$ cat src/rtl/alu_issue_pkg.sv
// Shared widths, register-file geometry and ALU opcode encoding for the
// operand-issue stage.
package alu_issue_pkg;

    localparam int WORD     = 32;
    localparam int OP_WIDTH = 2;
    localparam int REG_AW   = 3;
    localparam int NREGS    = 1 << REG_AW;

    typedef enum logic [OP_WIDTH-1:0] {
        ALU_ADD = 2'd0,
        ALU_SUB = 2'd1,
        ALU_AND = 2'd2,
        ALU_XOR = 2'd3
    } alu_op_e;

endpackage

$ cat src/rtl/alu_issue_regfile.sv
// Register file: three combinational read ports, one write port,
// r0 hardwired to zero and never written.
module alu_issue_regfile
    import alu_issue_pkg::*;
#(
    parameter int WIDTH = WORD,
    parameter int AW    = REG_AW
) (
    input  logic             i_clk,
    input  logic             i_rst,
    input  logic             i_we,
    input  logic [AW-1:0]    i_waddr,
    input  logic [WIDTH-1:0] i_wdata,
    input  logic [AW-1:0]    i_raddr1,
    output logic [WIDTH-1:0] o_rdata1,
    input  logic [AW-1:0]    i_raddr2,
    output logic [WIDTH-1:0] o_rdata2,
    input  logic [AW-1:0]    i_raddr3,
    output logic [WIDTH-1:0] o_rdata3
);

    localparam int NR = 1 << AW;

    logic [WIDTH-1:0] mem_q [NR];

    // Storage update: synchronous clear, writes to r0 dropped.
    always_ff @(posedge i_clk) begin
        if (i_rst) begin
            for (int i = 0; i < NR; i++) begin
                mem_q[i] <= '0;
            end
        end else if (i_we && (i_waddr != '0)) begin
            mem_q[i_waddr] <= i_wdata;
        end
    end

    assign o_rdata1 = (i_raddr1 == '0) ? '0 : mem_q[i_raddr1];
    assign o_rdata2 = (i_raddr2 == '0) ? '0 : mem_q[i_raddr2];
    assign o_rdata3 = (i_raddr3 == '0) ? '0 : mem_q[i_raddr3];

endmodule

$ cat src/rtl/alu_issue.sv
// Operand-issue and write-back stage in front of a combinational ALU:
// operand read with forwarding, EX/WB registers, flags and a load port.
module alu_issue
    import alu_issue_pkg::*;
#(
    parameter int WIDTH    = WORD,
    parameter int OP_WIDTH = alu_issue_pkg::OP_WIDTH,
    parameter int REG_AW   = alu_issue_pkg::REG_AW
) (
    input  logic                i_clk,
    input  logic                i_rst,
    input  logic                i_valid,
    output logic                o_ready,
    input  logic [OP_WIDTH-1:0] i_opcode,
    input  logic [REG_AW-1:0]   i_rd,
    input  logic [REG_AW-1:0]   i_rs1,
    input  logic [REG_AW-1:0]   i_rs2,
    input  logic                i_ld_valid,
    input  logic [REG_AW-1:0]   i_ld_addr,
    input  logic [WIDTH-1:0]    i_ld_data,
    output logic                o_ld_ready,
    output logic [WIDTH-1:0]    o_alu_a,
    output logic [WIDTH-1:0]    o_alu_b,
    output logic [OP_WIDTH-1:0] o_alu_opcode,
    input  logic [WIDTH-1:0]    i_alu_result,
    input  logic                i_alu_zero,
    input  logic                i_alu_cf,
    output logic                o_wb_valid,
    output logic [REG_AW-1:0]   o_wb_rd,
    output logic [WIDTH-1:0]    o_wb_data,
    output logic                o_zf,
    output logic                o_cf,
    input  logic [REG_AW-1:0]   i_dbg_addr,
    output logic [WIDTH-1:0]    o_dbg_data
);

    logic                ex_valid_q, ex_valid_d;
    logic [WIDTH-1:0]    ex_a_q, ex_a_d;
    logic [WIDTH-1:0]    ex_b_q, ex_b_d;
    logic [OP_WIDTH-1:0] ex_op_q, ex_op_d;
    logic [REG_AW-1:0]   ex_rd_q, ex_rd_d;
    logic                wb_valid_q, wb_valid_d;
    logic [REG_AW-1:0]   wb_rd_q, wb_rd_d;
    logic [WIDTH-1:0]    wb_data_q, wb_data_d;
    logic                zf_q, zf_d;
    logic                cf_q, cf_d;

    logic                accept_s;
    logic                ld_fire_s;
    logic                rf_we_s;
    logic [REG_AW-1:0]   rf_waddr_s;
    logic [WIDTH-1:0]    rf_wdata_s;
    logic [WIDTH-1:0]    rf_rs1_s, rf_rs2_s;
    logic [WIDTH-1:0]    src1_s, src2_s;

    assign o_ready    = !i_ld_valid;
    assign o_ld_ready = !ex_valid_q;
    assign accept_s   = i_valid && o_ready;
    assign ld_fire_s  = i_ld_valid && o_ld_ready;

    // Loads only fire while EX is empty, so the two write sources never collide.
    assign rf_we_s    = ex_valid_q || ld_fire_s;
    assign rf_waddr_s = ex_valid_q ? ex_rd_q : i_ld_addr;
    assign rf_wdata_s = ex_valid_q ? i_alu_result : i_ld_data;

    alu_issue_regfile #(
        .WIDTH (WIDTH),
        .AW    (REG_AW)
    ) u_regfile (
        .i_clk    (i_clk),
        .i_rst    (i_rst),
        .i_we     (rf_we_s),
        .i_waddr  (rf_waddr_s),
        .i_wdata  (rf_wdata_s),
        .i_raddr1 (i_rs1),
        .o_rdata1 (rf_rs1_s),
        .i_raddr2 (i_rs2),
        .o_rdata2 (rf_rs2_s),
        .i_raddr3 (i_dbg_addr),
        .o_rdata3 (o_dbg_data)
    );

    // The in-flight result is newer than the regfile; r0 never forwards.
    assign src1_s = (ex_valid_q && (i_rs1 == ex_rd_q) && (i_rs1 != '0)) ? i_alu_result : rf_rs1_s;
    assign src2_s = (ex_valid_q && (i_rs2 == ex_rd_q) && (i_rs2 != '0)) ? i_alu_result : rf_rs2_s;

    // Next-state for EX, WB and flag registers.
    always_comb begin
        ex_valid_d = accept_s;
        ex_a_d     = ex_a_q;
        ex_b_d     = ex_b_q;
        ex_op_d    = ex_op_q;
        ex_rd_d    = ex_rd_q;
        wb_valid_d = 1'b0;
        wb_rd_d    = wb_rd_q;
        wb_data_d  = wb_data_q;
        zf_d       = zf_q;
        cf_d       = cf_q;
        if (accept_s) begin
            ex_a_d  = src1_s;
            ex_b_d  = src2_s;
            ex_op_d = i_opcode;
            ex_rd_d = i_rd;
        end else begin
            ex_a_d  = ex_a_q;
        end
        if (ex_valid_q) begin
            wb_valid_d = 1'b1;
            wb_rd_d    = ex_rd_q;
            wb_data_d  = i_alu_result;
            zf_d       = i_alu_zero;
            cf_d       = i_alu_cf;
        end else begin
            wb_valid_d = 1'b0;
        end
    end

    // Pipeline state registers with synchronous reset.
    always_ff @(posedge i_clk) begin
        if (i_rst) begin
            ex_valid_q <= 1'b0;
            ex_a_q     <= '0;
            ex_b_q     <= '0;
            ex_op_q    <= '0;
            ex_rd_q    <= '0;
            wb_valid_q <= 1'b0;
            wb_rd_q    <= '0;
            wb_data_q  <= '0;
            zf_q       <= 1'b0;
            cf_q       <= 1'b0;
        end else begin
            ex_valid_q <= ex_valid_d;
            ex_a_q     <= ex_a_d;
            ex_b_q     <= ex_b_d;
            ex_op_q    <= ex_op_d;
            ex_rd_q    <= ex_rd_d;
            wb_valid_q <= wb_valid_d;
            wb_rd_q    <= wb_rd_d;
            wb_data_q  <= wb_data_d;
            zf_q       <= zf_d;
            cf_q       <= cf_d;
        end
    end

    assign o_alu_a      = ex_a_q;
    assign o_alu_b      = ex_b_q;
    assign o_alu_opcode = ex_op_q;
    assign o_wb_valid   = wb_valid_q;
    assign o_wb_rd      = wb_rd_q;
    assign o_wb_data    = wb_data_q;
    assign o_zf         = zf_q;
    assign o_cf         = cf_q;

endmodule
$ cat config.mk
export PLATFORM = sky130hd
export DESIGN_NAME = alu_issue
export DESIGN_NICKNAME = d
export VERILOG_FILES = /design/src/rtl/alu_issue_pkg.sv /design/src/rtl/alu_issue_regfile.sv /design/src/rtl/alu_issue.sv
export SDC_FILE = /design/constraint.sdc
export NUM_CORES = 1
export LEC_CHECK = 0
export CORE_MARGIN = 2
export CORE_UTILIZATION = 30
export CTS_CLUSTER_DIAMETER = 120
export DETAILED_ROUTE_END_ITERATION = 10
export PLACE_DENSITY = 0.53
export SLEW_MARGIN = 40
export SYNTH_ARGS = -nofsm -noshare
export SYNTH_HDL_FRONTEND = slang
export SYNTH_SLANG_ARGS = --single-unit
$ cat constraint.sdc
create_clock -name i_clk -period 3 [get_ports i_clk]
set_clock_uncertainty 0.15 [all_clocks]
set_input_delay 0.3 -clock i_clk [delete_from_list [all_inputs] [get_ports i_clk]]
set_output_delay 0.3 -clock i_clk [all_outputs]
set_load 0.02 [all_outputs]
### Yosys cells after proc, flatten, opt, wreduce, memory -nomap -nowiden

Memory sizes are Yosys's and may differ from the RTL's.
Index checks and enable logic that the tools add are counted.
W data, S select, Z words.

| word-level totals | value |
|---|---|
| flip-flop bits (word level) | 108 |
| latch bits | 0 |
| bits in writable memories | 256 |
| ROM bits | 0 |
| word-level logic and storage cells | 46 |
| memories kept | 1 |

Memory list:

| memory | depth | bits a word | rd ports | clocked after memory_dff | write ports | line | text |
|---|---|---|---|---|---|---|---|
| u_regfile.mem_q | 8 | 32 | 3 | 0 | 8 | alu_issue_regfile.sv:24 | `logic [WIDTH-1:0] mem_q [NR];` |

| operators by class | value |
|---|---|
| add/subtract/negate cells | 0 |
| $mul | 0 |
| div/mod/pow operators | 0 |
| order comparisons | 0 |
| equal/unequal tests | 2 |
| shifts and indexed selects | 0 |
| mux-type cells | 16 |
| bitwise gates (word level) | 0 |
| reduce and logical (&&, ||, !) cells | 17 |

Operator list:

| operator | number |
|---|---|
| $mux W32 | 7 |
| $reduce_or A32 Y1 | 1 |
| $logic_not A3 Y1 | 3 |
| $reduce_bool A3 Y1 | 3 |
| $logic_and A1 B1 Y1 | 7 |
| $mux W1 | 7 |
| $eq A3 B3 Y1 | 2 |
| $mux W3 | 2 |
| $logic_not A1 Y1 | 2 |
| $logic_or A1 B1 Y1 | 1 |

### Depth between registers and ports, before layout

Gate-level depths: netlist of the first run.

| depth | value |
|---|---|
| word-level depth | 9 |
| gate-level depth with buffers | 7 |
| mapped depth without buffers | 4 |

### Modules after synthesis

From an unflattened synthesis of the first run, not the netlist that was laid out.

| unflattened totals | value |
|---|---|
| cell total of the unflattened synthesis | 1,645 |
| area, all modules | 18,469.0 um^2 |

By module, submodules not included:

| module | times used | cells each | area an instance (um^2) | seq. area each (um^2) |
|---|---|---|---|---|
| alu_issue_regfile | 1 | 1,081 | 13,842.0 | 6,726.5 |
| alu_issue | 1 | 564 | 4,626.9 | 2,162.1 |

### Least setup slack after synthesis of the first run

No wires, ideal clock.

| timing path | value |
|---|---|
| kind | register to register |
| from | reg ex_valid_q |
| to | mem u_regfile.mem_q[2][0] (netlist name) (enable) |
| setup time | 0.389 ns |
| arrival | 2.010 ns |
| data required time | 2.461 ns |
| setup slack | 0.451 ns |
| cell stages (with the launch flop) | 7 |
| cell sequence | dfxtp_1 buf_6 or3b_4 a21oi_4 nand2_4 buf_6 nand2_1 |

RTL lines:

| what | line | text |
|---|---|---|
| start, declared | alu_issue.sv:37 | `logic ex_valid_q, ex_valid_d;` |
| start signal, assigned | alu_issue.sv:132 | `ex_valid_q <= ex_valid_d;` |
| end, declared | alu_issue_regfile.sv:24 |  |

==> flow_summary.ini, run 1 <==
[status]
status = complete, no violations

[timing]
fin_crit_ps = 2960
rsz0062_at_grt = no
fin_crit_sh_pct = 98.7
setup_viol = 0
slew_violations = 0
setup_tns_ps = 0
slew_headroom_pct = 46.6
finalHoldViolCount = 0
max_freq_ghz = 0.338
tightest_slew_ps = 779

[yosys]
synth_adder_area_share_pct = 0
netlist_area_mm2 = 0.0198
yosys_warnings = 0
synth_compound_area_share_pct = 11.5
ys_async_sr_fraction_pct = 0
synth_mux_area_share_pct = 21.9
synth_top_area_cell = edfxtp_1
synth_simple_gate_area_share_pct = 11.6
ys_ff_latch = 364
avgSynthCellArea_um2 = 11.2
synth_top_area_share_pct = 38.8
synthTopCellsByArea = edfxtp_1 (39%), mux2i_1 (14%), dfxtp_1 (11%), mux4_2 (6.7%), nor2_1 (6.3%)
ys_seq_area_share_pct = 49.7
synth_cell_types = 50
synth_cells = 1770
synth_top_flop_cell = edfxtp_1
synth_edf_count = 256
synth_top_family_by_area = multiplexers
synth-xor-area-share_pct = 0.177

[global_route]
busiest_layer = met2
grt_pass1_wl_um = 112000
grt-ovfl-total = 0
antenna_found_initial = 0
gr-usage-met2_pct = 35.9
grt_max_degree = 85
met1_usage_pct = 30.6
met3_usage_pct = 4.12
grt_pass1_vias = 16319
track_usage_pct = 22.4

[floorplanning]
io_pins = 225
rows = 94
dieHeight_um = 261
die_area_mm2 = 0.0682
core_mm2 = 0.0656
die_x_um = 261
initial_core_util_pct = 30.2

[drt]
first_pass_iters = 8
num_vias = 16643
routed_wl_um = 78800
postRouteAntennaNets = 0
drc = 0
drt_iter0_drc = 2077
wl_per_cell_um = 27.0
vias_per_cell = 5.70

[placed_design]
portBuffers = 224
hpwl_um = 50000
gp_congestion = 0.859

[power]
power_density_mw_per_mm2 = 545
ir_drop_v = 0.000362
p_leak_uw = 0.00911

[worst_setup_path]
cp_slowest_cell = clkdlybuf4s50_1
worstRegToRegCells = 3
critPathKind = register to primary output
worstPathRequired_ps = 2550
end_kind = primary output
worst-path-max-fanout = 3
cp.arrival_ps = 2510
critPathLaunchType = register
cp.depth = 5
critical_path.max_stage_delay_ps = 530
critical_path_buf_inv_count = 2
critical-path-top-delay-family = buffers and inverters
cp_cell_sequence = mux4_2 -> nor2_1 -> a221oi_2 -> buf_4 -> clkdlybuf4s50_1

[clock_tree]
cts_buffers = 42
clk_pin_slew_ps = 60
root_buffer = clkbuf_16
htreeDepth = 2
clk_latency_ps = 580
cts_tree = done
cts_buffer_depth = 3
cts.sinks = 364

[layout]
drive_above_1_share_pct = 14.8
n_antenna_cell = 0
nNetsFinal = 2109
seq_area_mm2 = 0.00985
utilization_pct = 38.0
fillers = 6353
area.growth.synth_to_final_pct = 25.7
multi_input_area_mm2 = 0.00918

[hold_path]
hold_class = primary input to register
holdPathStages = 3

[flow_run]
drv_cap = 0
## routing by layer
layer  part of all wire (%)  vias to the layer above
li1                       -                     7163
met1                     43                     8458
met2                     46                      879
met3                    8.1                      143
met4                    2.9                        0
met5                      0                        -
## power breakdown
part           switching, µW  internal [µW]  leakage (µW)
Sequential               248           5690       0.00350
Combinational           1430           1050       0.00495
Clock                   2170           3000      0.000664
Total                   3850           9750       0.00911
## worst reg2reg max path, stage by stage, from the launching register on
cell     delay (ps)
dfxtp_4         500
buf_4           620
mux2i_1         730
nor2_1          100
## metrics by stage
stage          cells  total power (µW)  setup slack (ps)  hold slack (ps)  cell area (µm²)
5_1_grt         2918             14000              24.8              152            24900
3_3_place_gp    2841              8460              85.1              292            23600
4_1_cts         2918             13700              8.78              109            24900
3_5_place_dp    2841              8490              59.4              300            23600
6_report        2918             13600              39.6              133            24900
2_1_floorplan   1801              7300               451              286            20000
## path summary, 6_finish.rpt
kind | start | endpoint | slack, ps
worst max-delay path | u_regfile.mem_q[3][20] | o_dbg_data[20] | 40
worst min register to register | o_alu_opcode[0] | o_alu_opcode[0] | 300
worst min-delay path | i_opcode[0] | o_alu_opcode[0] | 130
worst max register to register | ex_valid_q | u_regfile.mem_q[4][20] | 640
## logic make-up after synthesis
family,Yosys count
simple gates,526
flops,364
mux,358
compound gates,326
buf+inv,191
xor+xnor,4
other cells,1
## state kept, by name, indices dropped and copies added (netlist names)
signal,cells
u_regfile.mem_q,256
o_alu_a,32
o_alu_b,32
o_wb_data,32
ex_rd_q,3
o_wb_rd,3
o_alu_opcode,2
ex_valid_q,1
o_cf,1
o_wb_valid,1
o_zf,1
## cell usage after synthesis, types with 2 or more instances
cell and number:
nand4b_1 37, a31oi_1 38, buf_2 66, o2111ai_1 3, edfxtp_1 256, o22ai_1 64
nor2b_1 17, buf_4 19, nor2_2 3, a222oi_1 25, and3_1 2, clkbuf_1 52
clkinv_1 2, buf_6 18, a22oi_1 37, o211ai_2 2, a21o_1 2, a32oi_1 13
o21ai_2 3, and2_1 10, nand2_1 107, a21oi_1 9, xnor2_1 4, mux2i_1 275
nand2_4 3, nor2_1 332, nand3b_1 3, mux4_2 59, a221oi_1 32, nand2b_1 4
dfxtp_1 108, o21ai_1 7, a41oi_1 13, mux2_2 24, a211o_1 2, inv_1 28
o21ai_0 72, buf_1 6, nor3_1 2
## cells in the final DEF (no fill, tap or decap), drive strengths merged, types with 11 or more instances in the layout
cell,instances
clkdlybuf4s50,215
nor2b,17
clkinv,18
inv,28
o21ai,82
edfxtp,256
a221oi,32
a32oi,13
nand2,110
a31oi,38
clkbuf,55
buf,122
a41oi,13
a22oi,37
nand4b,37
and2,11
mux4,59
o22ai,64
conb,32
a222oi,25
dfxtp,108
mux2i,275
nor2,335
mux2,24
## repair_timing
action | 4_1_cts | 5_1_grt
buffers inserted | 0 | 0
resized for setup | 1 | 3
endpoints found under the setup margin | 1 | 3
hold buffers | 1 | 0
cloned | 0 | 0
endpoints found under the hold margin | 19 | 0
## area by class of cell
cell class	count	share of cell area, %
inverters	30	0.451
well taps	864	4.33
flip-flops and latches	364	39.5
repair buffers	338	13.5
multi-input cells	1246	36.8
clock buffers	55	4.53
clock inverters	21	0.873
Power figures use the tool's default switching activity.
==> inputs of run 2 (changes only) <==
Settings changed: GPL_TIMING_DRIVEN set to 0.
==> run 2 against run 1 <==
  * Clock-buffer cell count decreased by 1
  * Final cell count up 1.9%
  * Register-to-register slack worse by 550 ps
  * Largest cell class unchanged
  * Fmax decreased by 0.54%
  * Combinational power increased by 6%
  * Critical endpoint is now o_dbg_data[1]
  * Total power grew 1.4%
  * Sequential share of layout area decreased by 0.17 points
  * Core utilization is 0.15 points higher
  * Worst hold slack worse by 1.5 ps
  * First-iteration DRC count grew 28%
  * Sequential cell count stayed put
==> flow_summary.ini, run 2 (synthesis results as in run 1) <==
[power]
ir_drop_v = 0.000389
power_density_mw_per_mm2 = 551
power_uw = 13800
p_leak_uw = 0.00930

[timing]
slew_headroom_pct = 35.1
rsz0062_at_grt = no
fin_crit_ps = 2980
tightest_slew_ps = 973
finalHoldViolCount = 0
fin_crit_sh_pct = 99.2
slew_violations = 0
setup_slack_ps = 23.6
max_freq_ghz = 0.336
setup_viol = 0
setup_tns_ps = 0

[global_route]
track_usage_pct = 27.5
grt_max_degree = 22
antenna_found_initial = 1
grt_pass1_vias = 17068
grt_pass1_wl_um = 130000
grt-ovfl-total = 0

[layout]
final_cell_mix = nor2_1 (330), mux2i_1 (275), edfxtp_1 (256)
fin_cells = 2972
largest-register = u_regfile.mem_q
mostFrequentLayoutCell = nor2_1
fillers = 6381
area.growth.synth_to_final_pct = 26.3
fin_area_mm2 = 0.0250
multi_input_area_mm2 = 0.00928
nNetsFinal = 2161
seq_area_mm2 = 0.00985
largest_register_ffs = 256
drive_above_1_share_pct = 15.7

[floorplanning]
core_mm2 = 0.0656
initial_core_util_pct = 30.2
rows = 94
io_pins = 225
die_area_mm2 = 0.0682
die_x_um = 261
dieHeight_um = 261

[clock_tree]
cts_buffers = 43
clk_latency_ps = 580
clk_pin_slew_ps = 50
postCtsSetupBuffers = 0
cts_hold_buffers = 0
cts.sinks = 364
root_buffer = clkbuf_16
cts_buffer_depth = 3
cts_tree = done
htreeDepth = 2

[placed_design]
dp_cells = 2894
portBuffers = 221
gp_congestion = 0.958
placed_cell_area_mm2 = 0.0235
hpwl_um = 65600
place_ws_ps = -992

[worst_setup_path]
worst-path-max-fanout = 10
critPathLaunchType = primary input
end_kind = primary output
critPathKind = primary input to primary output
cp.arrival_ps = 2530
worstPathRequired_ps = 2550

[drt]
num_vias = 17744
wl_per_cell_um = 32.5
vias_per_cell = 5.97
drt_iter0_drc = 2659
drc = 0
first_pass_iters = 6
postRouteAntennaNets = 0
routed_wl_um = 96700

[status]
status = complete, no violations

[hold_path]
hold_class = primary input to register

[flow_run]
drv_cap = 0
==> run 2: changes by cell type in the layout (fill, tap and decap cells not counted), moves of 6 or more <==
cell,delta
buf_4,-73
clkbuf_1,+20
buf_6,+23
nand2_2,-6
a221oi_1,-8
nor2b_1,+6
dlygate4sd2_1,+24
clkbuf_2,+21
a221oi_2,+6
clkdlybuf4s50_1,-25
nand2_4,+7
buf_2,+59
buf_12,-15
==> run 2: through the flow <==
| step | util (%) | hold slack (ps) |
|---|---|---|
| floorplan | - | 286 |
| global placement | 35.4 | 293 |
| detailed placement | 35.8 | 296 |
| CTS | 38.1 | 121 |
| global route | 38.1 | 149 |
| finish | 38.2 | 131 |
==> run 2: worst max-delay path, stage by stage <==
cell	delay, ps
clkdlybuf4s50_1	570
clkbuf_2	340
clkbuf_4	410
a221oi_1	110
nor2_1	160
clkdlybuf4s50_1	630
==> run 2: layer usage <==
layer	part of all wire, %	vias to the layer above	GRT usage (%)
li1	-	7273	-
met4	6.3	0	15.8
met5	0	-	0
met3	12	296	6.47
met1	38	8782	36.4
met2	43	1393	41.3
==> run 2: final cells by class <==
cell class                 instances  share of cell area [%]
clock buffer                      54                    4.62
clock inverter                    22                   0.709
antenna                            3                  0.0300
sequential                       364                    39.3
tap                              864                    4.32
buffer                           160                    4.12
timing repair buffer             229                    9.38
multi-input combinational       1246                    37.0
inverter                          30                   0.450
==> run 2: what timing repair did <==
action	4_1_cts	5_1_grt
pin swaps	1	1
resized for setup	75	15
setup endpoints to repair	32	29
==> run 2: where the power goes <==
group	internal [µW]	switching [µW]
sequential	5690	252
combinational	1000	1640
clock	2970	2230
total	9670	4120
==> run 2: final timing paths <==
| path | from | to | slack (ps) | cells after the start |
|---|---|---|---|---|
| setup / recovery | i_dbg_addr[2] | o_dbg_data[1] | 20 | 6 |
| hold / removal | i_opcode[0] | o_alu_opcode[0] | 130 | 3 |
| setup reg to reg | ex_valid_q | u_regfile.mem_q[1][8] | 90 | 7 |
| hold reg to reg | o_alu_opcode[0] | o_alu_opcode[0] | 300 | 2 |
